[config.mk]
export PLATFORM = sky130hd
export DESIGN_NAME = btn_event_decoder
export DESIGN_NICKNAME = d
export VERILOG_FILES = /design/src/rtl/btn_event_decoder.sv
export SDC_FILE = /design/constraint.sdc
export NUM_CORES = 1
export LEC_CHECK = 0
export BUFFER_PORTS_ARGS = -buffer_cell sky130_fd_sc_hd__buf_4
export CORE_MARGIN = 5
export CORE_UTILIZATION = 59
export DETAILED_ROUTE_END_ITERATION = 7
export PLACE_DENSITY = 0.79
export SLEW_MARGIN = 20
export SYNTH_ARGS = -nofsm -noshare
export SYNTH_HDL_FRONTEND = slang
export SYNTH_SLANG_ARGS = --single-unit
[constraint.sdc]
create_clock -name clk -period 2.2 [get_ports clk]
set_input_delay 0.33 -clock clk [delete_from_list [all_inputs] [get_ports clk]]
set_output_delay 0.33 -clock clk [all_outputs]
set_load 0.05 [all_outputs]
[src/rtl/btn_event_decoder.sv]
// btn_event_decoder: turns debounced button levels into single-cycle press/release/long/repeat pulses.
// Optional auto-repeat while long-held is compiled in when BTN_EVENT_REPEAT_EN is defined.
module btn_event_decoder #(
  parameter int DW            = 2,
  parameter int LONG_PRESS_MS = 1000,
  parameter int REPEAT_MS     = 200
) (
  input  logic          clk,
  input  logic          rst,
  input  logic          en_i,
  input  logic [DW-1:0] btn_i,
  output logic [DW-1:0] press_o,
  output logic [DW-1:0] release_o,
  output logic [DW-1:0] long_o,
  output logic [DW-1:0] repeat_o,
  output logic [DW-1:0] held_o
);

  localparam int MAX_MS = (LONG_PRESS_MS > REPEAT_MS) ? LONG_PRESS_MS : REPEAT_MS;
  localparam int CW     = $clog2(MAX_MS + 1);
  localparam logic [CW-1:0] LONG_LAST = CW'(LONG_PRESS_MS - 1);
`ifdef BTN_EVENT_REPEAT_EN
  localparam logic [CW-1:0] REPEAT_LAST = CW'(REPEAT_MS - 1);
`endif

  if (LONG_PRESS_MS < 1) begin : g_bad_long
    $error("btn_event_decoder: LONG_PRESS_MS must be >= 1");
  end
  if (REPEAT_MS < 1) begin : g_bad_repeat
    $error("btn_event_decoder: REPEAT_MS must be >= 1");
  end

  typedef enum logic [1:0] {
    IDLE  = 2'd0,
    PRESS = 2'd1,
    LONG  = 2'd2
  } state_t;

  for (genvar g = 0; g < DW; g++) begin : g_lane
    state_t        state, state_next;
    logic          prev, rise, fall;
    logic [CW-1:0] cnt, cnt_next;
    logic          press_d, release_d, long_d;
    logic          press_q, release_q, long_q, held_q;
`ifdef BTN_EVENT_REPEAT_EN
    logic          repeat_d, repeat_q;
`endif

    assign rise = btn_i[g] & ~prev;
    assign fall = ~btn_i[g] & prev;

    always_ff @(posedge clk) begin
      if (!rst) begin
        state     <= IDLE;
        prev      <= 1'b0;
        cnt       <= '0;
        press_q   <= 1'b0;
        release_q <= 1'b0;
        long_q    <= 1'b0;
        held_q    <= 1'b0;
`ifdef BTN_EVENT_REPEAT_EN
        repeat_q  <= 1'b0;
`endif
      end else begin
        state     <= state_next;
        prev      <= btn_i[g];
        cnt       <= cnt_next;
        press_q   <= press_d;
        release_q <= release_d;
        long_q    <= long_d;
        held_q    <= (state_next != IDLE);
`ifdef BTN_EVENT_REPEAT_EN
        repeat_q  <= repeat_d;
`endif
      end
    end

    // A fall always takes priority over a tick that would hit a threshold.
    always_comb begin
      state_next = state;
      cnt_next   = cnt;
      press_d    = 1'b0;
      release_d  = 1'b0;
      long_d     = 1'b0;
`ifdef BTN_EVENT_REPEAT_EN
      repeat_d   = 1'b0;
`endif
      case (state)
        IDLE: begin
          if (rise) begin
            state_next = PRESS;
            cnt_next   = '0;
            press_d    = 1'b1;
          end
        end
        PRESS: begin
          if (fall) begin
            state_next = IDLE;
            cnt_next   = '0;
            release_d  = 1'b1;
          end else if (en_i) begin
            if (cnt == LONG_LAST) begin
              state_next = LONG;
              cnt_next   = '0;
              long_d     = 1'b1;
            end else begin
              cnt_next = cnt + CW'(1);
            end
          end
        end
        LONG: begin
          if (fall) begin
            state_next = IDLE;
            cnt_next   = '0;
            release_d  = 1'b1;
          end else begin
`ifdef BTN_EVENT_REPEAT_EN
            if (en_i) begin
              if (cnt == REPEAT_LAST) begin
                cnt_next = '0;
                repeat_d = 1'b1;
              end else begin
                cnt_next = cnt + CW'(1);
              end
            end
`else
            cnt_next = '0;
`endif
          end
        end
        default: begin
          state_next = IDLE;
          cnt_next   = '0;
        end
      endcase
    end

    assign press_o[g]   = press_q;
    assign release_o[g] = release_q;
    assign long_o[g]    = long_q;
    assign held_o[g]    = held_q;
`ifdef BTN_EVENT_REPEAT_EN
    assign repeat_o[g]  = repeat_q;
`else
    assign repeat_o[g]  = 1'b0;
`endif
  end

endmodule

==> impl_metrics.toml <==
[floorplanning]
die_height_um = 65.6
num_io_pins = 15
start_util_pct = 60.8
die_w_um = 65.6
dieArea_um2 = 4310
core_um2 = 3000
num_rows = 20

[logic_synthesis]
synth_edf_count = 0
synth_seq_cells = 34
synthCells = 216
yosysTopAreaCell = "dfxtp_1"
synth_sequential_area_ratio_pct = 37.3
yosysWarnings = 0
synthesis.area_um2 = 1830
avgSynthCellArea_um2 = 8.46
yosysUniqueCellTypes = 46
synthArstFlopShare_pct = 0
synth_top_area_share_pct = 37.3
synth_top_flop_cell = "dfxtp_1"
ys_top_cells_by_area = "dfxtp_1 37%, ha_1 6.8%, nor2_1 4.7%"

[worst_setup_path]
worstPathArrival_ns = 2.18
end_kind = "register"
path_max_fanout = 5
crit_required_ns = 2.48
ff2ff_setup_slack_ns = 0.30
path_class = "reg -> reg"
reg2regPathDepth = 6
reg2reg_to = "g_lane[1].cnt[8]"
crit_path_start_kind = "register"
reg2reg_from = "g_lane[1].state[0]"

[sta]
hold_viol = 0
max_freq_mhz = 527
relSlewSlack_pct = 65.2
worstMarginPinSlew_ns = 0.520
fin_crit_ns = 1.90
rsz0062_at_grt = "no"
setup_violations = 0
setup_tns_ns = 0
drv_slew = 0
skew_ns = 0.0191
min_period_over_period_pct = 86.2

[clocking]
clk_latency_ns = 0.35
cts_tree = "yes"
h-tree-depth = 2
clkSinkCount = 34
postCtsSetupBuffers = 0
cts.clk_slew.worst_paths_ns = 0.12
cts_root_buf = "clkbuf_4"
cts_made_buffers = 5
postCtsResizedCells = 0
cts_buffer_depth = 2
ctsHoldBuffers = 0

[grt]
grt_pass1_wl_um = 6480
grt.total_usage_pct = 19.4
gr-total-overflow = 0
grt_antenna_before_repair = 0
first_global_vias = 1506
grt_max_degree = 16

[power]
peakVddDrop_v = 0.000378
p_per_area_nw_per_um2 = 708
static-leakage-power_nw = 0.757

[drt]
wl_um = 3690
firstDrtPassIters = 4
vias = 1517
drc_errors = 0
routedWlPerCell_um = 14.3
ant_nets = 0
vias_per_cell = 5.88
drt-initial-drc-count = 77

[min_path]
min_to = "g_lane[0].prev"
hold_start = "btn_i[0]"
hold_path_class = "in -> reg"
hold_depth = 2

[status]
status = "complete, no violations"

[place]
globalplace.congestion = 0.890
dpl.hpwl_um = 2640
portBuffers = 12

[layout]
nets = 239
utilization_pct = 66.1
drive_gt1_share_pct = 16.4
syn_to_final_growth_pct = 8.70
n_antenna_cell = 0

[flow_run]
maxCapViolCount = 0
## cell families (layout without fill, tap and decap cells)
group                    count (synthesis)  in the layout  share of synthesized area [%]
AO/OA/AOI/OAI                           42             42                           14.9
buffers and inverters                   20             28                           6.16
other                                    1              2                          0.205
multiplexers                             1              1                          0.548
flip-flops                              34             34                           37.3
adder cells (fa/ha/maj)                 10             10                           6.85
XOR/XNOR                                 5              5                           2.40
AND/OR/NAND/NOR                        103            103                           31.7
## cell type report
cell class,count,area (µm²)
flip-flops and latches,34,681
fillers,248,1020
clock buffers,5,37.5
clock inverters,3,68.8
inverters,8,30.0
repair buffers,12,90.1
multi-input cells,163,1040
well taps,33,41.3
## cells in the mapped netlist, types with 2 or more instances
library cell,n
a211oi_1,2
a21oi_1,10
a21oi_2,2
a22oi_1,2
and2_1,3
and3_1,5
and4_1,2
buf_4,10
clkbuf_1,2
dfxtp_1,34
ha_1,10
inv_1,8
nand2_1,21
nand2b_1,4
nand3_1,11
nand4_1,2
nand4b_1,2
nor2_1,23
nor2_2,3
nor2b_1,3
nor3_1,7
nor4_1,3
nor4_4,2
o2111ai_1,3
o21a_1,2
o21ai_0,11
o21ai_1,2
o31a_1,2
or2_2,3
or3_1,2
xor2_1,5
## critical path, stage by stage, from the launching register on
cell,delay (ns)
dfxtp_1,0.41
inv_1,0.10
ha_1,0.29
and2_2,0.21
nor4_1,0.49
o21ai_0,0.18
a21oi_1,0.16
## metal layers
layer / vias up / track usage (%) / share of wire, %
li1: 768 / - / -
met1: 701 / 22.7 / 45
met2: 37 / 33.0 / 49
met3: 11 / 4.62 / 3.5
met4: 0 / 9.33 / 2.4
met5: - / 0 / 0
## flip-flops by register name (all words and copies together) (netlist names)
register          cells
g_lane.prev           2
g_lane.state          4
g_lane.held_q         2
g_lane.long_q         2
g_lane.cnt           20
g_lane.release_q      2
g_lane.press_q        2
## stage by stage
| step | area [µm²] | std cells | hold WS [ns] | power [mW] | setup WS (ns) |
|---|---|---|---|---|---|
| global route | 1990 | 258 | 0.195 | 1.47 | 0.108 |
| global placement | 1880 | 250 | 0.474 | 0.833 | 0.466 |
| detailed placement | 1880 | 250 | 0.487 | 0.837 | 0.340 |
| floorplan | 1830 | 217 | 0.452 | 0.803 | 0.539 |
| finish | 1990 | 258 | 0.202 | 1.41 | 0.304 |
| CTS | 1990 | 258 | 0.192 | 1.42 | 0.321 |
## power by group
| group | total, mW | leakage [nW] | switching [mW] | internal, mW |
|---|---|---|---|---|
| Combinational | 0.182 | 0.425 | 0.123 | 0.0586 |
| Sequential | 0.645 | 0.276 | 0.0125 | 0.633 |
| Clock | 0.579 | 0.0554 | 0.224 | 0.355 |
## worst max-delay path by stage
stage	start	endpoint	depth (start not counted)
5_1_grt	g_lane[0].state[1]	g_lane[0].cnt[5]	7
3_3_place_gp	g_lane[0].state[1]	g_lane[0].cnt[2]	7
2_1_floorplan	g_lane[0].state[1]	g_lane[0].cnt[2]	7
4_1_cts	g_lane[1].state[0]	g_lane[1].cnt[8]	6
3_5_place_dp	g_lane[1].state[0]	g_lane[1].cnt[8]	6
6_report	g_lane[1].state[0]	g_lane[1].cnt[8]	6
## layout by cell type, fill, tap and decap left out, drive strengths merged, types with 3 or more instances in the layout
cell | Yosys | routed
dfxtp | 34 | 34
nor2 | 27 | 27
nand2 | 21 | 21
o21ai | 14 | 14
buf | 10 | 12
a21oi | 12 | 12
nand3 | 11 | 11
ha | 10 | 10
inv | 8 | 8
nor3 | 7 | 7
and3 | 5 | 5
xor2 | 5 | 5
clkbuf | 2 | 5
nand2b | 5 | 5
nor4 | 5 | 5
and2 | 4 | 4
or2 | 4 | 4
nor2b | 3 | 3
o2111ai | 3 | 3
No activity file was read; power rests on OpenSTA's default activity.
